$ cat src/rtl/ssd_scan_mux.sv
// Time-multiplexed scan controller for common-anode seven-segment digits with a
// per-slot dead time and a frame-synchronous display buffer. Define SSD_SCAN_MUX_LZS_EN for leading-zero suppression.
module ssd_scan_mux #(
    parameter int NUM_DIGITS  = 4,
    parameter int REFRESH_DIV = 100000,
    parameter int DEAD_CYCLES = 16,
    localparam int IDX_W      = $clog2(NUM_DIGITS)
) (
    input  logic                    ssd_scan_mux_port_clk,
    input  logic                    ssd_scan_mux_port_rst_n,
    input  logic [4*NUM_DIGITS-1:0] ssd_scan_mux_port_value,
    input  logic                    ssd_scan_mux_port_load,
    input  logic [NUM_DIGITS-1:0]   ssd_scan_mux_port_blank,
    output logic [3:0]              ssd_scan_mux_port_nibble,
    output logic [NUM_DIGITS-1:0]   ssd_scan_mux_port_an,
    output logic [IDX_W-1:0]        ssd_scan_mux_port_idx,
    output logic                    ssd_scan_mux_port_frame
);

    localparam int                CNT_W    = (REFRESH_DIV > 1) ? $clog2(REFRESH_DIV) : 1;
    localparam int                DW       = 4 * NUM_DIGITS;
    localparam logic [CNT_W-1:0]  CNT_LAST = CNT_W'(REFRESH_DIV - 1);
    localparam logic [CNT_W-1:0]  DEAD_V   = CNT_W'(DEAD_CYCLES);
    localparam logic [IDX_W-1:0]  IDX_LAST = IDX_W'(NUM_DIGITS - 1);

    logic [CNT_W-1:0]      cnt_q, cnt_d;
    logic [IDX_W-1:0]      idx_q, idx_d;
    logic [DW-1:0]         shadow_q, shadow_d;
    logic [DW-1:0]         staging_q, staging_d;
    logic                  pending_q, pending_d;
    logic [3:0]            nibble_q, nibble_d;
    logic [NUM_DIGITS-1:0] an_q, an_d;
    logic                  frame_q, frame_d;

    logic                  slot_end;
    logic                  boundary;
    logic                  lit_window;
    logic [3:0]            digit [NUM_DIGITS];
    logic [NUM_DIGITS-1:0] lz_mask;
    logic [NUM_DIGITS-1:0] blank_eff;

    assign slot_end = (cnt_q == CNT_LAST);
    assign boundary = slot_end && (idx_q == IDX_LAST);

    always_comb begin
        cnt_d = slot_end ? '0 : cnt_q + CNT_W'(1);
        idx_d = idx_q;
        if (slot_end) begin
            idx_d = (idx_q == IDX_LAST) ? '0 : idx_q + IDX_W'(1);
        end
    end

    // Shadow only changes on the frame boundary so a frame never mixes two values;
    // a load landing on the boundary itself bypasses staging.
    always_comb begin
        staging_d = staging_q;
        pending_d = pending_q;
        shadow_d  = shadow_q;
        if (ssd_scan_mux_port_load) begin
            staging_d = ssd_scan_mux_port_value;
            pending_d = 1'b1;
        end
        if (boundary) begin
            if (ssd_scan_mux_port_load) begin
                shadow_d  = ssd_scan_mux_port_value;
                pending_d = 1'b0;
            end else if (pending_q) begin
                shadow_d  = staging_q;
                pending_d = 1'b0;
            end
        end
    end

    generate
        for (genvar gi = 0; gi < NUM_DIGITS; gi++) begin : g_digit
            assign digit[gi] = shadow_d[4*gi +: 4];
        end
    endgenerate

`ifdef SSD_SCAN_MUX_LZS_EN
    // Walk down from the top digit; everything above the first nonzero digit is dark.
    logic seen_nz;
    always_comb begin
        lz_mask = '0;
        seen_nz = 1'b0;
        for (int k = NUM_DIGITS - 1; k >= 1; k--) begin
            if (digit[k] != 4'h0) begin
                seen_nz = 1'b1;
            end
            if (!seen_nz) begin
                lz_mask[k] = 1'b1;
            end
        end
    end
`else
    assign lz_mask = '0;
`endif

    assign blank_eff  = ssd_scan_mux_port_blank | lz_mask;
    assign lit_window = (cnt_d >= DEAD_V);

    // Output registers are computed from next-state so they line up with cnt_q/idx_q.
    generate
        for (genvar gi = 0; gi < NUM_DIGITS; gi++) begin : g_anode
            assign an_d[gi] = ~((idx_d == IDX_W'(gi)) && lit_window && !blank_eff[gi]);
        end
    endgenerate

    assign nibble_d = digit[idx_d];
    assign frame_d  = boundary;

    always_ff @(posedge ssd_scan_mux_port_clk or negedge ssd_scan_mux_port_rst_n) begin
        if (!ssd_scan_mux_port_rst_n) begin
            cnt_q     <= '0;
            idx_q     <= '0;
            shadow_q  <= '0;
            staging_q <= '0;
            pending_q <= 1'b0;
            nibble_q  <= 4'h0;
            an_q      <= '1;
            frame_q   <= 1'b0;
        end else begin
            cnt_q     <= cnt_d;
            idx_q     <= idx_d;
            shadow_q  <= shadow_d;
            staging_q <= staging_d;
            pending_q <= pending_d;
            nibble_q  <= nibble_d;
            an_q      <= an_d;
            frame_q   <= frame_d;
        end
    end

    assign ssd_scan_mux_port_nibble = nibble_q;
    assign ssd_scan_mux_port_an     = an_q;
    assign ssd_scan_mux_port_idx    = idx_q;
    assign ssd_scan_mux_port_frame  = frame_q;

endmodule

$ cat config.mk
export PLATFORM = sky130hd
export DESIGN_NAME = ssd_scan_mux
export DESIGN_NICKNAME = d
export VERILOG_FILES = /design/src/rtl/ssd_scan_mux.sv
export SDC_FILE = /design/constraint.sdc
export NUM_CORES = 1
export LEC_CHECK = 0
export ABC_CLOCK_PERIOD_IN_PS = 2029
export BUFFER_PORTS_ARGS = -buffer_cell sky130_fd_sc_hd__buf_2
export CORE_ASPECT_RATIO = 0.6
export CORE_MARGIN = 2
export CORE_UTILIZATION = 52
export DETAILED_ROUTE_END_ITERATION = 10
export PLACE_DENSITY = 0.81
export SYNTH_ARGS = -nofsm -noshare
export SYNTH_HDL_FRONTEND = slang
export SYNTH_SLANG_ARGS = --single-unit
$ cat constraint.sdc
create_clock -name ssd_scan_mux_port_clk -period 2.03 [get_ports ssd_scan_mux_port_clk]
set_input_delay 0.3045 -clock ssd_scan_mux_port_clk [delete_from_list [all_inputs] [get_ports ssd_scan_mux_port_clk]]
set_output_delay 0.3045 -clock ssd_scan_mux_port_clk [all_outputs]
set_load 0.1 [all_outputs]
==> reports/results.ini <==
[hold_path]
min_path_type = input port to register

[logic_synthesis]
syn-num-nets = 241
synth-seq-area-share_pct = 55.7
yosysWarnings = 0
synth-compound-area-share_pct = 3.96
synth-xor-area-share_pct = 5.10
synthCells = 216
netlist-cell-type-count = 43
synth-simple-area-share_pct = 14.6
muxShareOfSynthArea_pct = 16.2
ys_ff_latch = 61
synth_fa_ha_area_share_pct = 0.911
synth_top_family_by_area = multiplexers
syn_area_per_cell_um2 = 12.7
syn_area_um2 = 2750

[cts]
h-tree-depth = 3
numCtsBuffers = 9
cts_buffer_depth = 2
cts_root_buf = clkbuf_8
cts_tree = done
cts.sinks = 61
clk_latency_ns = 0.32
clkTransAtPathRegs_ns = 0.07

[timing]
fmax_mhz = 463
fin_setup_tns_ns = -0.520
hold_viol_final = 0
fin_crit_sh_pct = 107
drv_slew = 0
setup_viol = 6
timing.hold.ws_ns = 0.189
setup_slack_ns = -0.132
period_needed_ns = 2.16
finClkSkew_ns = 0.0116
max_slew_margin_pct = 66.9
worst_pin_slew_ns = 0.496
rsz0062_at_grt = true

[pwr]
p_leak_nw = 1.74
power_mw = 2.46
vdd_ir_drop_max_mv = 0.437
p_per_area_nw_per_um2 = 672

[floorplan]
rows = 20
die_h_um = 60.3
num_io_pins = 34
die_width_um = 97.8
core_area_um2 = 5080
initial_core_util_pct = 54.1
die_area_um2 = 5900

[detailed_routing]
wirelength_mm = 6.07
ant_nets = 0
post_drt_wl_per_cell_um = 16.6
dr.first_iter.drc_count = 84
firstDrtPassIters = 4
drc = 0
vias = 1921
detail_route.vias_per_cell = 5.23

[global_route]
grt_max_degree = 33
grt_usage_pct = 21.9
gr-total-overflow = 0
antenna_found_initial = 0
first_global_vias = 2058
grt_pass1_wl_mm = 9.80

[placed_design]
place_inst = 344
place_hpwl_mm = 4.25
gp_congestion = 0.837
portBuffers = 33

[finish]
area_growth_pct = 33.2
stdcell_count = 367
antenna_cells = 0
fin_nets = 321
fillers = 335
drive_gt1_share_pct = 51.8
post-route-util_pct = 72.0

[worst_setup_path]
criticalPathCategory = register to register
start_kind = register
worstPathRequired_ns = 2.23
cp.arrival_ns = 2.36
reg2reg_slack_ns = -0.13
path_max_fanout = 6
cp-end-kind = register

[outcome]
status = complete, but fails checks
violations = negative setup slack

[job]
max_cap_violations = 0

-- registers in the layout, indices dropped and copies added, names as in the netlist --
register,flops
shadow_q,16
cnt_q,17
staging_q,16
ssd_scan_mux_port_nibble,4
ssd_scan_mux_port_an,4
ssd_scan_mux_port_frame,1
ssd_scan_mux_port_idx,2
pending_q,1
-- layout by cell type, fill, tap and decap left out, types with 2 or more instances in the layout --
master	netlist	final
dfrtp_1	57	55
buf_4	3	40
buf_2	4	33
mux2_2	30	28
nand2_1	13	13
xnor2_1	12	12
nor2_1	13	12
clkbuf_8	0	11
nand3_1	10	9
mux2i_1	7	6
a31oi_1	5	5
buf_6	3	5
xor2_1	4	4
dfstp_2	4	4
nand4_1	3	3
nor3_1	4	3
mux2_4	1	3
and2_1	4	3
a211oi_2	1	3
nand4_4	0	2
nor4b_4	1	2
nor3_2	1	2
and3_1	3	2
inv_1	3	2
a21oi_1	2	2
mux2i_4	1	2
nor2b_1	3	2
nand4b_1	2	2
ha_4	0	2
clkinv_2	0	2
buf_12	0	2
dfrtp_4	0	2
-- synthesized netlist by cell type, drive strengths merged --
library cell / instances / area, um^2
nor3: 5 / 30.0
ha: 2 / 25.0
a21oi: 2 / 10.0
a21boi: 1 / 7.51
a31oi: 5 / 31.3
clkbuf: 2 / 7.51
nand2: 13 / 48.8
dfrtp: 57 / 1430
nor2b: 3 / 18.8
and4: 1 / 10.0
and3: 3 / 18.8
nor4b: 2 / 38.8
xnor2: 12 / 105
and2: 4 / 25.0
a211oi: 3 / 27.5
mux2i: 8 / 92.6
nand3: 10 / 50.1
nand4b: 2 / 17.5
nand2b: 1 / 6.26
o31ai: 1 / 7.51
mux2: 31 / 353
o211ai: 1 / 12.5
inv: 3 / 11.3
and3b: 1 / 8.76
xor2: 4 / 35.0
buf: 10 / 76.3
o21ai: 1 / 5.00
o21a: 1 / 7.51
nand4: 5 / 43.8
nor2: 14 / 55.1
dfstp: 4 / 105
or4b: 1 / 10.0
nand3b: 1 / 7.51
nor4: 2 / 12.5
-- metrics by stage --
| step | instance area (um^2) | worst slack (ns) |
|---|---|---|
| after floorplan | 2800 | -0.0537 |
| after global placement | 3290 | -0.0545 |
| after detailed placement | 3290 | -0.147 |
| after CTS | 3580 | -0.127 |
| after global routing | 3660 | -0.211 |
| final | 3660 | -0.132 |
-- final cells by class --
class | instances | area, um^2 | area share (%)
clock buffers | 12 | 155 | 4.24
clock inverters | 4 | 47.5 | 1.30
inverters | 3 | 11.3 | 0.308
multi-input cells | 140 | 1250 | 34.2
flip-flops and latches | 61 | 1540 | 42.1
well taps | 66 | 82.6 | 2.26
repair buffers | 81 | 572 | 15.6
-- worst max-delay path: stages (launching register included) --
cell and delay, ns:
dfrtp_1 0.39, ha_4 0.17, nand4_4 0.12, nor4b_4 0.36, nand4_4 0.25, buf_6 0.21, mux2_4 0.31, a211oi_2 0.19
a31oi_1 0.06
-- path summary, 6_finish.rpt --
| check | end | depth (start not counted) | from |
|---|---|---|---|
| hold reg to reg | shadow_q[2] | 1 | shadow_q[2] |
| max in group asynchronous | ssd_scan_mux_port_an[2] | 3 | ssd_scan_mux_port_rst_n |
| setup / recovery | ssd_scan_mux_port_nibble[1] | 8 | cnt_q[0] |
| min in group asynchronous | shadow_q[7] | 2 | ssd_scan_mux_port_rst_n |
| hold / removal | ssd_scan_mux_port_an[3] | 3 | ssd_scan_mux_port_blank[3] |
| setup reg to reg | ssd_scan_mux_port_nibble[1] | 8 | cnt_q[0] |
-- metal layers --
layer	part of all wire, %	global-route usage (%)
met2	47	35.9
met5	0	0
met3	4.4	5.73
met4	0.33	5.36
met1	48	29.8
-- cell families (layout without fill, tap and decap cells) --
| logic type | after synthesis | after routing |
|---|---|---|
| xor+xnor | 16 | 16 |
| simple gates | 68 | 68 |
| mux | 39 | 39 |
| compound gates | 15 | 15 |
| flops | 61 | 61 |
| fa+ha+maj | 2 | 2 |
| buf+inv | 15 | 100 |
-- power by group --
part / total [mW] / internal, mW / switching [mW]
Combinational: 0.125 / 0.0581 / 0.0671
Sequential: 1.26 / 1.25 / 0.00917
Clock: 1.08 / 0.630 / 0.445
Total: 2.46 / 1.94 / 0.521
-- repair_timing --
action,4_1_cts,5_1_grt
pin swaps,8,8
endpoints found under the hold margin,18,0
cloned,0,0
hold buffers,1,0
resized for setup,11,12
endpoints found under the setup margin,9,11
setup buffers,3,3
(Power assumes the default switching activity.)
